## src/rtl/exmpl3_pkg.sv

```systemverilog
// Shared definitions for the exmpl3 gate-block test driver.
package exmpl3_pkg;

  typedef enum logic [2:0] {
    ST_IDLE,
    ST_APPLY,
    ST_WAIT,
    ST_CHECK,
    ST_DONE
  } state_t;

  localparam int unsigned NUM_VEC    = 8;
  localparam int unsigned SETTLE_MIN = 1;
  localparam int unsigned SETTLE_MAX = 15;

  // Mismatch counter never exceeds NUM_VEC; saturate rather than wrap.
  function automatic logic [3:0] err_inc(input logic [3:0] e);
    return (e >= 4'(NUM_VEC)) ? e : e + 4'd1;
  endfunction

endpackage

```

## src/rtl/exmpl3_golden.sv

```systemverilog
// Expected response of the gate block under test for a given stimulus.
module exmpl3_golden
  import exmpl3_pkg::*;
(
  input  logic A,
  input  logic B,
  input  logic C,
  output logic D,
  output logic F,
  output logic G
);

  assign D = A & B;
  assign F = B | C;
  assign G = ~A;

endmodule

```

## src/rtl/exmpl3_driver.sv

```systemverilog
// Exhaustive 3-input stimulus driver: walks all 8 vectors, compares the
// gate block's D/F/G against the golden model and reports per-vector results.
module exmpl3_driver
  import exmpl3_pkg::*;
#(
  parameter int unsigned SETTLE = 1
) (
  input  logic       clk,
  input  logic       rst,
  input  logic       start,
  output logic       A,
  output logic       B,
  output logic       C,
  input  logic       D,
  input  logic       F,
  input  logic       G,
  output logic       busy,
  output logic       done,
  output logic       pass,
  output logic [3:0] err_count,
  output logic [7:0] fail_vec
);

  localparam logic [3:0] SETTLE_L = 4'(SETTLE);
  localparam logic [2:0] LAST_IDX = 3'(NUM_VEC - 1);

  state_t     state, state_nxt;
  logic [2:0] idx, idx_nxt;
  logic [3:0] wcnt, wcnt_nxt;
  logic [2:0] abc_nxt;
  logic       busy_nxt, done_nxt, pass_nxt;
  logic [3:0] err_nxt;
  logic [7:0] fv_nxt;
  logic       exp_d, exp_f, exp_g;
  logic       mismatch;

  exmpl3_golden u_golden (
    .A (A),
    .B (B),
    .C (C),
    .D (exp_d),
    .F (exp_f),
    .G (exp_g)
  );

  assign mismatch = ({D, F, G} != {exp_d, exp_f, exp_g});

  // Outputs are computed from the next state so they line up with the state register.
  always_comb begin
    state_nxt = state;
    idx_nxt   = idx;
    wcnt_nxt  = wcnt;
    abc_nxt   = {A, B, C};
    err_nxt   = err_count;
    fv_nxt    = fail_vec;
    pass_nxt  = pass;

    unique case (state)
      ST_IDLE: begin
        abc_nxt = '0;
        if (start) begin
          state_nxt = ST_APPLY;
          idx_nxt   = '0;
          err_nxt   = '0;
          fv_nxt    = '0;
          pass_nxt  = 1'b0;
        end
      end
      ST_APPLY: begin
        state_nxt = ST_WAIT;
        wcnt_nxt  = SETTLE_L;
      end
      ST_WAIT: begin
        if (wcnt <= 4'd1) begin
          state_nxt = ST_CHECK;
          wcnt_nxt  = '0;
        end else begin
          wcnt_nxt = wcnt - 4'd1;
        end
      end
      ST_CHECK: begin
        if (mismatch) begin
          fv_nxt[idx] = 1'b1;
          err_nxt     = err_inc(err_count);
        end
        if (idx == LAST_IDX) begin
          state_nxt = ST_DONE;
          abc_nxt   = '0;
          pass_nxt  = (err_nxt == 4'd0);
        end else begin
          state_nxt = ST_APPLY;
          idx_nxt   = idx + 3'd1;
          abc_nxt   = idx + 3'd1;
        end
      end
      ST_DONE: begin
        state_nxt = ST_IDLE;
      end
      default: begin
        state_nxt = ST_IDLE;
        abc_nxt   = '0;
      end
    endcase

    busy_nxt = (state_nxt != ST_IDLE);
    done_nxt = (state_nxt == ST_DONE);
  end

  always_ff @(posedge clk) begin
    if (rst) begin
      state     <= ST_IDLE;
      idx       <= '0;
      wcnt      <= '0;
      {A, B, C} <= '0;
      busy      <= 1'b0;
      done      <= 1'b0;
      pass      <= 1'b0;
      err_count <= '0;
      fail_vec  <= '0;
    end else begin
      state     <= state_nxt;
      idx       <= idx_nxt;
      wcnt      <= wcnt_nxt;
      {A, B, C} <= abc_nxt;
      busy      <= busy_nxt;
      done      <= done_nxt;
      pass      <= pass_nxt;
      err_count <= err_nxt;
      fail_vec  <= fv_nxt;
    end
  end

endmodule

```

## config.mk

```make
export PLATFORM = sky130hd
export DESIGN_NAME = exmpl3_driver
export DESIGN_NICKNAME = d
export VERILOG_FILES = /design/src/rtl/exmpl3_pkg.sv /design/src/rtl/exmpl3_golden.sv /design/src/rtl/exmpl3_driver.sv
export SDC_FILE = /design/constraint.sdc
export NUM_CORES = 1
export LEC_CHECK = 0
export ABC_AREA = 1
export BUFFER_PORTS_ARGS = -buffer_cell sky130_fd_sc_hd__buf_2
export CORE_MARGIN = 3
export CORE_UTILIZATION = 35
export DETAILED_ROUTE_END_ITERATION = 12
export GPL_TIMING_DRIVEN = 0
export PLACE_DENSITY = 0.58
export SLEW_MARGIN = 20
export SYNTH_ARGS = -nofsm -noshare
export SYNTH_HDL_FRONTEND = slang
export SYNTH_HIERARCHICAL = 1
export SYNTH_SLANG_ARGS = --single-unit
```

## constraint.sdc

```tcl
create_clock -name clk -period 3.37 [get_ports clk]
set_input_delay 0.1685 -clock clk [delete_from_list [all_inputs] [get_ports clk]]
set_output_delay 0.1685 -clock clk [all_outputs]
set_load 0.01 [all_outputs]
```

Word level (Yosys, flattened, before mapping) --
Cells that the tools add are included.
Storage, ports and cells: bits in registers 28, latch bits 0, bits in writable memories 0, bits in read-only memories 0, input bits 6, output and inout port bits 18, logic and storage cells 68, memories kept 0
Cells by class: add/subtract/negate cells 3, multipliers 0, div/mod/pow operators 0, $lt $le $gt $ge 4, equal/unequal tests 11, shifts and indexed selects 0, mux-type cells 24, bitwise operators 4, reduce and logical (&&, ||, !) cells 11
Operators with widths (count):
- $mux W4 | 5
- $mux W3 | 6
- $mux W8 | 2
- $pmux W4 S2 | 2
- $pmux W8 S2 | 1
- $pmux W3 S2 | 2
- $pmux W3 S4 | 1
- $eq A3 B3 Y1 const B | 3
- $reduce_and A3 Y1 | 3
- $ne A2 B2 Y1 const B | 4
- $or A8 B8 Y8 | 1
- $eq A3 B2 Y1 const B | 2
- $add A4 B1 Y4 const B | 1
- $ge A4 B4 Y1 const B | 1
- $le A4 B1 Y1 const B | 1
- $logic_not A4 Y1 | 1
- $lt A3 B4 Y1 const B | 1
- $reduce_bool A2 Y1 | 2
- $sub A4 B1 Y4 const B | 1
- $add A3 B1 Y3 const B | 1
- $demux W1 S3 | 1
- $eq A3 B1 Y1 const B | 1
- $ge A3 B1 Y1 const B | 1
- $logic_not A3 Y1 | 1
- 10 further kinds | 12

Logic depth before layout (Yosys ltp) --
depth after elaboration 7, depth in mapped cells 11, depth with buffers taken out 11

Hierarchy --
The synthesis kept the hierarchy.
By module, submodules not included:
- exmpl3_driver | times used 1, cells an instance 194, area each 1363.8 µm², sequential area each 560.5 µm²
- exmpl3_golden | times used 1, cells an instance 6, area each 22.5 µm², sequential area each 0.0 µm²

Worst setup path before layout --
Ideal clock, no wire load.
path type register to register, start register idx[0], end register idx[0], setup time 0.132 ns, arrival 1.183 ns, data required time 3.238 ns, setup slack 2.054 ns, cell stages (with the launch flop) 8, path buffers 0, clock period less this slack 1.316 ns, cells stage by stage dfxtp_1 ha_1 ha_1 or2_1 nand2_1 inv_1 nand2_1 a21oi_1
On the way: cells in the longest elaborated chain, start to end 3
RTL lines:
- from (decl) | RTL line exmpl3_driver.sv:28 | logic [2:0] idx, idx_nxt;
- from (signal assigned) | RTL line exmpl3_driver.sv:122 | idx <= idx_nxt;
- $add A3 B1 Y3 / $eq A3 B3 Y1 (equally long branches) | RTL line exmpl3_driver.sv:92, exmpl3_driver.sv:86
- $mux W3 / $ne A2 B2 Y1 (equally long branches)
- $pmux W3 S2 / $reduce_and A3 Y1 (equally long branches)
Parallel ways exist; a longest one is shown, timed or not. The select of a mux whose other input is x is not followed. A chain may end at the register's enable or synchronous reset.

Worst setup path after layout --
start register idx[0], end register idx[1]
The elaborated chain is that of the path after synthesis.

==> metrics.md <==
| Metric | Value |
|---|---|
| Status | complete, no violations |
| Post-Synth Adder-Cell Area | 5.415% |
| Iter 0 DRT Violations | 57 |
| Number of synthesized register bits | 28 |
| Starting Density | 37.03% |
| Area after DPL | 0.001556 sq mm |
| Post-synthesis cell type count | 25 |
| Flop2flop setup slack | 1.91 ns |
| Die Footprint | 0.004752 sq mm |
| Post-Syn Area | 0.001386 sq mm |
| Routed WL | 2.864 mm |
| Final Cycle Share | 43.41% |
| Std cell rows | 22 |
| Post-CTS Setup Bufs | 0 |
| Hold path depth | 2 |
| Seq/Total Area, Yosys | 40.43% |
| N_diodes | 0 |
| Placer congestion estimate | 0.8000 |
| Worst-path clk slew | 0.09 ns |
| # hold bufs at CTS | 0 |
| CTS tree | yes |
| Net Count, Synth | 212 |
| Worst Path Max Fanout | 7 |
| Combinational family with the most area after synthesis | simple AND/OR/NAND/NOR gates |
| Fin crit period | 1.463 ns |
| Hold Vio Cnt, Final | 0 |
| Worst slew pin tran | 0.4468 ns |
| Clk sinks | 28 |
| Fill cells | 430 |
| Relative slew slack | 70.22% |
| Vias | 1259 |
| Setup Skew | 0.005249 ns |
| Largest net degree at the start of global routing | 16 |
| EDFF count, synth | 0 |
| Simple-Gate Fraction of Synth Area | 29.60% |
| Cells after Synth | 200 |
| Pint | 486.9 uW |
| Die Span Y | 68.94 um |
| Critical path type | register to register |
| Grt ovf | 0 |
| Port bufs | 22 |
| Compound-Gate Fraction of Synth Area | 11.46% |
| First-pass GRT wire length | 4.657 mm |
| Fmax | 683.6 MHz |
| Clk_lat worst skew | 0.27 ns |
| Wire per inst | 10.45 um |
| DR DRC count | 0 |
| Sequential Power Share | 53.1% |
| NumNets Final | 239 |
| Mux share of post-synthesis cell area | 0% |
| ANT nets after route | 0 |
| Number of global-route vias before repair | 1097 |
| Switching power share of the total | 27.87% |
| Synth-to-Final Area Change | 16.25% |
| H-tree depth | 1 |
| Async SR Flop Fraction | 0% |
| Chip Width | 68.94 um |
| Hold Startpoint | rst |
| Sum Neg Setup Slack | 0 ns |
| Total of max-cap violations | 0 |
| Xor-xnor portion of the synthesized cell area | 2.437% |
| CTS root buffer | clkbuf_8 |
| VDD IR max | 345.4 uV |
| Cts repair resizes | 0 |
| Clock power frac | 30.7% |
| TritonCTS Buffers | 3 |
| Power Total | 675.0 uW |
| RSZ-0062 raised after global routing | no |
| Syn_area_per_cell | 6.932 sq um |
| Initial antenna violation count | 0 |
| Lkg Pwr | 0.7366 nW |
| Vias/cell | 4.595 |
| Endpoints failing setup | 0 |
| Worst path required time | 3.52 ns |
| R2r endpoint | idx[1] |
| Crit end category | register |
| Net load switching power | 188.1 uW |
| Detail Placement HPWL | 2.190 mm |
| Final Slew Violations | 0 |
| Ports | 24 |
| Pwr dens | 418.8 mW/mm^2 |
| DRT Pass-1 Iters | 4 |
| Bufs on Longest Clock Path | 2 |
| Core area | 0.003744 sq mm |
| Min-Delay Path Class | input port to register |
| Worst reg2reg path startpoint | idx[0] |
| Worst r2r path cells | 7 |
| Worst EP arrival | 1.61 ns |
| Comb power frac | 16.3% |
| Share of cells above drive strength 1 | 15.93% |
| Total global-route track usage | 13.35% |
| Critical path launch point type | register |
| Most used DFF post-synth | dfxtp_1 |
| Yosys warns | 6 |
| Design area | 0.001612 sq mm |
| WHS Endpoint | err_count[1] |
==> state kept, by name (all words and copies together), names as in the netlist <==
name       flops
B              1
fail_vec       8
A              1
err_count      4
done           1
wcnt           4
busy           1
C              1
idx            3
state          3
pass           1
==> power by group through the flow <==
stage	combinational, mW	clock [mW]	sequential (mW)
2_1_floorplan	0.0801	0	0.366
3_3_place_gp	0.109	0	0.366
3_5_place_dp	0.110	0	0.366
4_1_cts	0.111	0.218	0.359
5_1_grt	0.128	0.228	0.360
6_report	0.110	0.207	0.358
==> worst max path at each step <==
stage	from	end	slack, ns	cells after the start
finish	idx[0]	idx[1]	1.91	7
global route	wcnt[0]	wcnt[3]	1.70	7
CTS	idx[0]	idx[1]	1.89	6
detailed placement	wcnt[0]	wcnt[3]	1.91	7
global placement	wcnt[0]	wcnt[3]	1.91	7
floorplan	idx[0]	idx[0]	2.05	7
==> worst max-delay path, cell delays in order, from the launching register on <==
cell and delay [ns]:
dfxtp_1 0.38, ha_1 0.23, ha_1 0.20, or2_1 0.24, nand2_1 0.09, inv_1 0.08, nand2_1 0.06, a21oi_1 0.05
==> cell families after synthesis <==
kind of cell	after synthesis
xor+xnor	3
fa+ha+maj	6
simple gates	94
flops	28
buf+inv	39
compound gates	30
==> layout by cell type, fill, tap and decap left out <==
cell type and instances:
xor2_1 1, buf_1 1, nand2_2 3, a31oi_1 1
nor3_1 3, nand4_1 4, nor2_4 1, nor2_1 18
a211oi_1 1, buf_2 23, or2_1 1, dfxtp_1 28
nand2_1 48, clkbuf_8 4, nand3_1 14, inv_2 2
a21oi_1 21, xnor2_2 1, nand3_2 1, o22ai_1 1
xnor2_1 1, o21ai_2 1, and3_1 1, inv_1 35
o21ai_0 5, ha_1 6
==> metrics by stage <==
stage	setup slack (ns)	instances	hold slack (ns)	util, %
after floorplan	2.054	200	0.4379	-
after global placement	1.906	270	0.4374	41.58
after detailed placement	1.915	270	0.4371	41.58
after CTS	1.891	274	0.2038	43.05
after global routing	1.704	274	0.2166	43.05
final	1.907	274	0.2162	43.05
==> cells in the mapped netlist (2+ instances only) <==
| cell | n | area [sq um] |
|---|---|---|
| nand2_1 | 48 | 180.2 |
| ha_1 | 6 | 75.07 |
| nor2_1 | 18 | 67.56 |
| inv_1 | 35 | 131.4 |
| o21ai_0 | 5 | 25.02 |
| dfxtp_1 | 28 | 560.5 |
| nand2_2 | 3 | 18.77 |
| inv_2 | 2 | 7.510 |
| nand4_1 | 4 | 25.02 |
| nor3_1 | 3 | 15.01 |
| nand3_1 | 14 | 70.07 |
| a21oi_1 | 21 | 105.1 |
==> routing by layer <==
layer	global-route usage [%]	up-vias	wire (um)
li1	-	686	-
met1	15.23	553	1320
met2	23.57	18	1381
met3	3.404	2	124
met4	5.353	0	38
met5	0	-	0
==> layout make-up <==
type	instances	area (sq um)	share of cell area [%]
tap	48	60.06	3.727
multi-input combinational	133	678.2	42.08
timing repair buffer	22	110.1	6.832
inverter	37	138.9	8.618
clock buffer	4	55.05	3.416
buffer	2	8.758	0.5435
sequential	28	560.5	34.78
Power figures use the tool's default switching activity.
